==> src/rtl/txuart_fifo.sv <==
// Buffered 8N1 UART transmitter: 16-entry byte FIFO feeding an LSB-first serialiser.
// Define TXUART_PARITY_EN to insert an even-parity bit between the data bits and the stop bit.
//
// state    | meaning
// ---------+--------------------------------------------------------------
// S_IDLE   | line high, waiting for the FIFO to become non-empty
// S_START  | driving the start bit (low) for one bit period
// S_DATA   | driving shift[0]; shifts right at the end of each bit period
// S_PARITY | driving XOR of the data byte (TXUART_PARITY_EN builds only)
// S_STOP   | driving the stop bit; pops the next byte on its last cycle
module txuart_fifo #(
    parameter int CLKS_PER_BIT    = 104,
    parameter int FIFO_DEPTH_LOG2 = 4
) (
    input  logic       CLK,
    input  logic       RST,
    input  logic       i_valid,
    input  logic [7:0] i_data,
    output logic       o_busy,
    output logic       o_idle,
    output logic       TX
);

    localparam int DEPTH  = 1 << FIFO_DEPTH_LOG2;
    localparam int BAUD_W = ($clog2(CLKS_PER_BIT) > 8) ? $clog2(CLKS_PER_BIT) : 8;
    localparam logic [BAUD_W-1:0]        BAUD_LAST = BAUD_W'(CLKS_PER_BIT - 1);
    localparam logic [FIFO_DEPTH_LOG2:0] COUNT_FULL = (FIFO_DEPTH_LOG2 + 1)'(DEPTH);

    typedef enum logic [2:0] {
        S_IDLE,
        S_START,
        S_DATA,
        S_PARITY,
        S_STOP
    } state_t;

    state_t state, state_nxt;

    logic [7:0]                 mem [DEPTH];
    logic [FIFO_DEPTH_LOG2-1:0] wr_ptr, rd_ptr;
    logic [FIFO_DEPTH_LOG2:0]   count;
    logic [BAUD_W-1:0]          baud_cnt;
    logic [2:0]                 bit_idx;
    logic [7:0]                 shift;
    logic                       baud_last;
    logic                       fifo_empty;
    logic                       push;
    logic                       pop;
    logic                       tx_nxt;
`ifdef TXUART_PARITY_EN
    logic                       parity;
`endif

    assign fifo_empty = (count == '0);
    assign o_busy     = (count == COUNT_FULL);
    assign push       = i_valid && !o_busy;
    assign baud_last  = (baud_cnt == BAUD_LAST);
    // Popping on the last stop-bit cycle lets the next start bit follow with no gap.
    assign pop        = !fifo_empty && ((state == S_IDLE) || ((state == S_STOP) && baud_last));

    always_ff @(posedge CLK) begin
        if (push) begin
            mem[wr_ptr] <= i_data;
        end
    end

    always_ff @(posedge CLK or posedge RST) begin
        if (RST) begin
            wr_ptr <= '0;
            rd_ptr <= '0;
            count  <= '0;
        end else begin
            if (push) begin
                wr_ptr <= wr_ptr + 1'b1;
            end
            if (pop) begin
                rd_ptr <= rd_ptr + 1'b1;
            end
            case ({push, pop})
                2'b10:   count <= count + 1'b1;
                2'b01:   count <= count - 1'b1;
                default: count <= count;
            endcase
        end
    end

    always_ff @(posedge CLK or posedge RST) begin
        if (RST) begin
            state <= S_IDLE;
        end else begin
            state <= state_nxt;
        end
    end

    always_comb begin
        state_nxt = state;
        case (state)
            S_IDLE: begin
                if (!fifo_empty) state_nxt = S_START;
            end
            S_START: begin
                if (baud_last) state_nxt = S_DATA;
            end
            S_DATA: begin
                if (baud_last && (bit_idx == 3'd7)) begin
`ifdef TXUART_PARITY_EN
                    state_nxt = S_PARITY;
`else
                    state_nxt = S_STOP;
`endif
                end
            end
`ifdef TXUART_PARITY_EN
            S_PARITY: begin
                if (baud_last) state_nxt = S_STOP;
            end
`endif
            S_STOP: begin
                if (baud_last) state_nxt = fifo_empty ? S_IDLE : S_START;
            end
            default: state_nxt = S_IDLE;
        endcase
    end

    always_ff @(posedge CLK or posedge RST) begin
        if (RST) begin
            baud_cnt <= '0;
            bit_idx  <= '0;
            shift    <= '0;
`ifdef TXUART_PARITY_EN
            parity   <= 1'b0;
`endif
        end else begin
            if (state == S_IDLE) begin
                baud_cnt <= '0;
            end else begin
                baud_cnt <= baud_last ? '0 : baud_cnt + 1'b1;
            end
            if (pop) begin
                shift   <= mem[rd_ptr];
                bit_idx <= '0;
`ifdef TXUART_PARITY_EN
                parity  <= ^mem[rd_ptr];
`endif
            end else if ((state == S_DATA) && baud_last) begin
                shift   <= {1'b0, shift[7:1]};
                bit_idx <= bit_idx + 1'b1;
            end
        end
    end

    always_comb begin
        tx_nxt = 1'b1;
        case (state)
            S_START: tx_nxt = 1'b0;
            S_DATA:  tx_nxt = shift[0];
`ifdef TXUART_PARITY_EN
            S_PARITY: tx_nxt = parity;
`endif
            default: tx_nxt = 1'b1;
        endcase
    end

    // Line and idle flag are registered so the pin never glitches on state decode.
    always_ff @(posedge CLK or posedge RST) begin
        if (RST) begin
            TX     <= 1'b1;
            o_idle <= 1'b1;
        end else begin
            TX     <= tx_nxt;
            o_idle <= fifo_empty && (state == S_IDLE);
        end
    end

endmodule
==> config.mk <==
export PLATFORM = sky130hd
export DESIGN_NAME = txuart_fifo
export DESIGN_NICKNAME = d
export VERILOG_FILES = /design/src/rtl/txuart_fifo.sv
export SDC_FILE = /design/constraint.sdc
export NUM_CORES = 1
export LEC_CHECK = 0
export CORE_ASPECT_RATIO = 0.5
export CORE_MARGIN = 2
export CORE_UTILIZATION = 69
export CTS_BUF_LIST = sky130_fd_sc_hd__clkbuf_4 sky130_fd_sc_hd__clkbuf_8
export DETAILED_ROUTE_END_ITERATION = 6
export GPL_TIMING_DRIVEN = 1
export PLACE_DENSITY = 0.95
export SYNTH_ARGS = -nofsm -noshare
export SYNTH_HDL_FRONTEND = slang
export SYNTH_SLANG_ARGS = --single-unit
==> constraint.sdc <==
create_clock -name CLK -period 5.6 [get_ports CLK]
set_clock_uncertainty 0.15 [all_clocks]
set_input_delay 1.12 -clock CLK [delete_from_list [all_inputs] [get_ports CLK]]
set_output_delay 1.12 -clock CLK [all_outputs]
set_load 0.03 [all_outputs]
==> impl_metrics.toml, run 1 <==
[synth]
yosys_register_bits = 165
synth.largest_area_cell = "edfxtp_1"
synth_top_area_share_pct = 54.5
synthesis.nets = 415
synth-edff-count = 128
synth.distinct_cells = 46
netlist_instances = 392
synth_warnings = 0
yosys_most_used_dff = "edfxtp_1"
synthTopCellsByArea = "edfxtp_1, dfrtp_1, mux4_1"
synthArstFlopShare_pct = 22.4
netlist_area_um2 = 7050
ys_seq_area_share_pct = 67.7
avgSynthCellArea_um2 = 18.0

[finish]
fin_area_um2 = 7570
syn_to_final_growth_pct = 7.39
final_cell_mix = "edfxtp_1, dfrtp_1, mux2i_1, nor2_1, mux4_1"
final_common_cell = "edfxtp_1"
stdcell_count = 559
layout-drive-gt1-share_pct = 14.1
num_antenna_cells = 0
num-nets-final = 429

[detailed_routing]
remaining_drc_errors = 0
dr_total_vias = 3649
antenna_left = 0
avgViaCountPerCell = 6.53
dr.pass1.iters = 6
drt_iter0_drc = 325
wl_um = 13800
wl_per_cell_um = 24.7

[grt]
grt_max_degree = 38
grt_pass1_vias = 3682
grt_pass1_wl_um = 21500
antenna_found_initial = 0
grt_overflow_total = 0
grt_usage_pct = 27.2

[placement]
portBuffers = 13
dp.cells = 527
dpl.hpwl_um = 8540
placed_area_um2 = 7210
gp_congestion = 0.868

[power]
fin_total_pwr_w = 0.00263
power.density_nw_per_um2 = 348
p_leak_nw = 2.62
ir_drop_mv = 0.178

[setup_path]
required_ns = 4.33
worst_r2r_path_depth = 11
reg2reg_from = "baud_cnt[0]"
r2r-end = "count[4]"
slowest_stage = "clkdlybuf4s50_1"
crit_type = "flip-flop to output port"
reg2reg_slack_ns = 2.38
cp.arrival_ns = 2.20
slowest_delay_ns = 0.66
cp_cell_sequence = "nor4_4, and2_1, clkdlybuf4s50_1"
crit_fanout = 8
critPathLaunchType = "flip-flop"
worstSetupEndpointType = "output port"

[floorplan]
die_w_um = 147
start_util_pct = 69.9
die_area_um2 = 11100
coreArea_um2 = 10100
ios = 14
rows = 26
die_y_um = 75.5

[sta]
hold-worst-slack_ns = 0.357
hold_violations = 0
fin_setup_tns_ns = 0
clock.fmax_ghz = 0.288
maxSlewViolCount = 0
setup_viol = 0
rsz0062_at_grt = "no"
worstMarginPinSlew_ns = 1.21
fin_crit_sh_pct = 62.0
min_period_ns = 3.47
slew_headroom_pct = 18.4

[job]
max_cap_violations = 0

[clock_network]
insertion_delay_ns = 0.45
postCtsHoldBufs = 0
cts_setup_buffers = 0
htreeDepth = 4
cts_root_buffer = "clkbuf_8"
clockBufferDepth = 2
cts_buffers = 17
cts_resized = 0
clk_pin_slew_ns = 0.08
cts_tree = "done"
cts_sinks = 165

[outcome]
status = "completed"

[hold_path]
min_path_type = "flip-flop to flip-flop"
hold_start = "baud_cnt[0]"
hold_end = "baud_cnt[0]"
min_path_cells = 1
## critical path, delay by kind of cell, from the launching register on
family	cells	cell delay [ns]
buffers and inverters	1	0.66
flip-flops	1	0.50
AND/OR/NAND/NOR	2	0.60
## state kept, by name, indices dropped and copies added (netlist names), 3 cells and up
register  cells
baud_cnt      8
bit_idx       3
count         5
mem         128
rd_ptr        4
shift         8
state         3
wr_ptr        4
## cells by family (layout without fill, tap and decap cells)
logic type / after synthesis / in the layout / synth area share [%]
flip-flops: 165 / 165 / 67.7
multiplexers: 75 / 75 / 17.8
AND/OR/NAND/NOR: 75 / 75 / 5.45
buffers and inverters: 28 / 55 / 2.65
XOR/XNOR: 19 / 19 / 2.36
AO/OA/AOI/OAI: 18 / 18 / 1.90
adder cells (fa/ha/maj): 12 / 12 / 2.13
## layer usage
layer	vias up	wire length, µm	GRT usage [%]
met3	25	1110	5.93
met5	-	0	0
met4	0	200	8.55
li1	1554	-	-
met1	1862	5670	36.7
met2	208	6830	46.8
## how the worst max path moves through the flow
stage	cells past startpoint	to	from
after floorplan	10	count[4]	i_valid
after CTS	3	o_busy	count[1]
after global placement	4	mem[2][0]	i_valid
final	3	o_busy	count[1]
after detailed placement	10	count[4]	i_valid
after global routing	3	o_busy	count[1]
## synthesized netlist by cell type (2+ instances only)
cell,instances
ha_1,12
nor2b_1,2
a21oi_1,4
xor2_1,10
edfxtp_1,128
buf_2,5
inv_1,7
nor3b_1,4
mux2i_1,33
dfrtp_1,35
nand2b_1,3
nand2_1,14
buf_6,5
clkbuf_1,4
mux4_2,8
mux4_1,24
and2_1,2
mux2_2,10
a21boi_2,2
buf_4,2
o21a_1,2
clkbuf_8,3
o21ai_0,2
nand3_1,5
dfstp_2,2
nor2_1,28
nor3_1,8
buf_1,2
xnor2_1,9
## where the power goes
group | switching, W | total, W | leakage, nW | internal (W)
Combinational | 0.000191 | 0.000299 | 0.836 | 0.000107
Clock | 0.000436 | 0.000788 | 0.179 | 0.000352
Sequential | 0.0000970 | 0.00155 | 1.61 | 0.00145
## per-stage QoR
step / setup WS, ns / utilization [%]
floorplan: 2.51 / -
global placement: 1.93 / 71.5
detailed placement: 1.78 / 71.5
CTS: 2.10 / 75.0
global route: 2.03 / 75.0
finish: 2.13 / 75.0
## final cells by class
class,count,area [µm²]
clock buffer,18,241
clock inverter,14,111
fill,555,2520
inverter,7,26.3
multi-input combinational,199,2090
sequential,165,4770
tap,140,175
timing repair buffer,16,153
Note: power is estimated with default switching activity, not from simulation.
==> inputs of run 2 (changes only) <==
Settings changed: CORE_UTILIZATION 69 to 58, PLACE_DENSITY 0.95 to 0.88.
Clock period 5.6 ns to 3.1 ns, I/O delays scaled along.
==> run 2 against run 1 <==
Against the previous run: non-clock buffer count grew 21; routed wire length shrank 8.1%; worst hold slack lost 0.023 ns; power grew 86%; die area grew 18%; largest cell class unchanged; highest routed layer unchanged.
==> impl_metrics.toml, run 2 (synthesized netlist as in run 1, its figures left out) <==
[outcome]
status = "completed"

[sta]
hold_violations = 0
rsz0062_at_grt = "no"
worstMarginPinSlew_ns = 0.637
min_period_ns = 2.99
fin_crit_sh_pct = 96.6
maxSlewViolCount = 0
slew_headroom_pct = 57.4
setup_viol = 0
fin_setup_tns_ns = 0
clock.fmax_ghz = 0.334

[job]
max_cap_violations = 0

[clock_network]
cts_tree = "done"
htreeDepth = 4
insertion_delay_ns = 0.44
clockBufferDepth = 2
clk_pin_slew_ns = 0.09
cts_setup_buffers = 0
postCtsHoldBufs = 0
cts_buffers = 17
cts_root_buffer = "clkbuf_8"
cts_sinks = 165
cts_resized = 0

[power]
ir_drop_mv = 0.317
clkPwrFrac_pct = 32.0
intPower_w = 0.00353
p_switching_w = 0.00136
power.density_nw_per_um2 = 625
switching_share_pct = 27.7
p_comb_share_pct = 11.5
p_leak_nw = 2.77
seqPwrFrac_pct = 56.5

[detailed_routing]
drt_iter0_drc = 492
antenna_left = 0
dr.pass1.iters = 5
wl_per_cell_um = 21.0
wl_um = 12700
avgViaCountPerCell = 5.91
dr_total_vias = 3574
remaining_drc_errors = 0

[floorplan]
coreArea_um2 = 11800
die_area_um2 = 13100
ios = 14
die_w_um = 160
rows = 28
die_y_um = 81.9
start_util_pct = 59.5

[placement]
dpl.hpwl_um = 8200
placed_area_um2 = 7420
gp_congestion = 0.815
portBuffers = 13

[hold_path]
min_path_type = "flip-flop to flip-flop"
hold_start = "baud_cnt[0]"

[finish]
num-nets-final = 450
top_register = "mem"
largest_reg_flops = 128
largest_registers = "mem (128), baud_cnt (8), shift (8)"
final_cell_mix = "edfxtp_1, dfrtp_1, mux2i_1, nor2_1, mux4_1"
num_antenna_cells = 0
fin_area_um2 = 7830
layout-drive-gt1-share_pct = 19.1
final_common_cell = "edfxtp_1"
syn_to_final_growth_pct = 11.1

[setup_path]
cp_top_family = "buffers and inverters"
crit_fanout = 8
cp.arrival_ns = 2.22
path_buf_inv = 1
required_ns = 2.33
cp_cell_sequence = "nor4_4, and2_1, clkdlybuf4s50_1"
critPathLaunchType = "flip-flop"
startpoint = "count[1]"
slowest_stage = "clkdlybuf4s50_1"
worstSetupEndpointType = "output port"
slowest_delay_ns = 0.68
crit_type = "flip-flop to output port"
reg2reg_slack_ns = 0.29
reg2reg_from = "baud_cnt[0]"

[grt]
grt_max_degree = 38
grt_pass1_wl_um = 19800
grt_overflow_total = 0
grt_usage_pct = 20.9
antenna_found_initial = 0
grt_pass1_vias = 3588
==> run 2: cell count changes in the layout (fill, tap and decap cells not counted) <==
cell	previous run	this run
buf_12	0	1
dfrtp_1	35	34
clkinv_2	4	1
inv_8	0	6
dfrtp_2	0	1
clkinvlp_4	2	0
inv_6	2	3
clkinv_8	0	2
clkbuf_4	1	0
clkinv_1	3	0
buf_4	3	23
==> run 2: final cells by class <==
class	count	area, µm²
Multi-Input combinational cell	199	2090
Clock buffer	17	234
Inverter	7	26.3
Clock inverter	15	179
Tap cell	165	206
Timing Repair Buffer	37	323
Sequential cell	165	4770
Fill cell	761	4010
==> run 2: worst paths after layout <==
kind	depth (start not counted)	end
worst max-delay path	3	o_busy
worst min-delay path	1	baud_cnt[0]
worst max register to register	11	count[4]
worst min register to register	1	baud_cnt[0]
max in group asynchronous	3	TX
min in group asynchronous	3	count[4]
==> run 2: through the flow <==
| stage | utilization, % | instances | hold WS [ns] | power [W] | setup slack [ns] |
|---|---|---|---|---|---|
| 5_1_grt | 66.1 | 605 | 0.363 | 0.00508 | 0.0159 |
| 3_3_place_gp | 62.6 | 573 | 0.316 | 0.00332 | 0.233 |
| 2_1_floorplan | - | 392 | 0.305 | 0.00314 | 0.218 |
| 6_report | 66.1 | 605 | 0.335 | 0.00489 | 0.106 |
| 3_5_place_dp | 62.6 | 573 | 0.325 | 0.00337 | 0.141 |
| 4_1_cts | 66.1 | 605 | 0.338 | 0.00491 | 0.0752 |
==> run 2: power by group through the flow <==
stage	Combinational [W]	Clock (W)	Sequential (W)
after floorplan	0.000424	0	0.00272
after global placement	0.000525	0	0.00279
after detailed placement	0.000555	0	0.00281
after CTS	0.000560	0.00158	0.00276
after global routing	0.000615	0.00167	0.00279
final	0.000562	0.00156	0.00277
==> run 2: routing by layer <==
layer  global-route usage (%)  part of all wire, %  up-vias
met5                        0                    0        -
met4                     9.19                  2.2        0
met3                     5.35                  6.6       21
met2                     34.0                   47      147
met1                     27.5                   44     1811
li1                         -                    -     1595
==> variant: new RTL, flow settings as in run 1 <==
Encoding of `state_t`: now Gray code (3 bits for 5 states).
--- a/src/rtl/txuart_fifo.sv
+++ b/src/rtl/txuart_fifo.sv
@@ -28,9 +28,9 @@
 
     typedef enum logic [2:0] {
-        S_IDLE,
-        S_START,
-        S_DATA,
-        S_PARITY,
-        S_STOP
+        S_IDLE   = 3'b000,
+        S_START  = 3'b001,
+        S_DATA   = 3'b011,
+        S_PARITY = 3'b010,
+        S_STOP   = 3'b110
     } state_t;
 
Behaviour: same outputs for any inputs over 10 cycles, from zero or initial values and one cycle with RST high; not proved beyond that.
==> variant against run 1 <==
Largest cell class unchanged; synthesized cell count up 3.6%; non-clock buffer count down 1; sequential cell count is the same; combinational power grew 53%; wire length decreased by 1.7%; critical path depth is 8 higher; cell area down 1.8%; highest routed layer unchanged; critical path type is now input port to flop; sequential share of layout area increased by 1.2 points; hold slack lost 0.042 ns; total power grew 14%; setup slack improved by 0.091 ns; area after synthesis shrank 3.1%; first-iteration DRC count rose by 59%.
==> variant: results (changes against run 1) <==
Synthesized Nets 428 (+3.1%); min-delay src baud_cnt[0]; WL/cell 24.0 µm (-2.7%); Setup WS pre-CTS 1.82 ns (+0.0369 ns); CP arrival 3.60 ns (+1.40 ns); largest cells by area after synthesis edfxtp_1, dfrtp_1, mux4_2; DRT Pass-1 Iters 5 (-1); vias in the first global route 3,765 (+2.3%); first-pass GRT wire length 21.4 mm (-0.45%); DRT iter0 DRCs 516 (+59%); hold path cells 1 (unchanged); dpl hpwl 8.16 mm (-4.4%); fin nets 440 (+2.6%); CP peak stage delay 0.45 ns (-0.21 ns); synthesized area per cell 16.8 µm² (-6.4%); Final Instance Count excl. Fillers 565 (+1.1%); initial antenna violation count 0 (unchanged); Placed Area 7010 µm² (-2.8%); Slew HR 8.32% (-10 points); cells on worst reg2reg path 13 (+2); fraction of layout cells with a size suffix above 1 17.7% (+3.6 points); post-synthesis sequential area ratio 69.9% (+2.1 points); routability cong. 0.874 (+0.63%); status completed; Unique masters post-synth 47 (+2.2%); synth cell count leaders edfxtp_1, dfrtp_1, mux4_2, nand2_1, nor2_1; H-tree depth 4 (unchanged); Global Route Usage Sum 28.6% (+1.4 points)
-- variant: per-layer routing --
layer	track usage [%]	part of all wire [%]
met4	13.4	3.2
met1	39.2	39
met5	0	0
met3	7.66	10
met2	44.7	48
-- variant: worst max path at each step --
stage | from | cells past startpoint | slack [ns] | endpoint
5_1_grt | baud_cnt[0] | 13 | 1.94 | count[4]
3_3_place_gp | i_valid | 11 | 1.99 | count[4]
4_1_cts | i_valid | 4 | 2.17 | mem[0][5]
2_1_floorplan | i_valid | 12 | 2.41 | count[4]
6_report | i_valid | 11 | 2.22 | count[4]
3_5_place_dp | i_valid | 11 | 1.82 | count[4]
-- variant: cells by family after synthesis --
| family | Yosys count | synth area share [%] |
|---|---|---|
| compound gates | 39 | 3.65 |
| xor+xnor | 19 | 2.55 |
| fa+ha+maj | 11 | 2.01 |
| buf+inv | 30 | 2.55 |
| flops | 165 | 69.9 |
| mux | 44 | 12.3 |
| simple gates | 98 | 7.03 |
-- variant: area by class of cell --
type | instances | area share (%)
Clock buffer | 18 | 3.25
Multi-Input combinational cell | 211 | 25.4
Tap cell | 135 | 2.27
Sequential cell | 165 | 64.2
Timing Repair Buffer | 15 | 1.95
Inverter | 8 | 0.505
Clock inverter | 13 | 2.34
-- variant: worst reg2reg max path, stage by stage (launching register included) --
cell and delay [ns]:
dfrtp_1 0.37, ha_1 0.20, and4_1 0.25, a31oi_1 0.10, or3_1 0.53, inv_8 0.20, ha_1 0.37, xor2_1 0.18
ha_1 0.20, nor2b_1 0.18, a22oi_1 0.11, o22ai_1 0.18, a21oi_1 0.11, xnor2_1 0.13
-- variant: power breakdown --
group,switching (W),internal (W)
combinational,0.000266,0.000192
sequential,0.000150,0.00149
clock,0.000446,0.000451
-- variant: metrics by stage --
| stage | hold slack [ns] | total power, W |
|---|---|---|
| after detailed placement | 0.309 | 0.00209 |
| final | 0.315 | 0.00299 |
| after CTS | 0.320 | 0.00299 |
| after global placement | 0.292 | 0.00202 |
| after floorplan | 0.283 | 0.00194 |
| after global routing | 0.358 | 0.00311 |
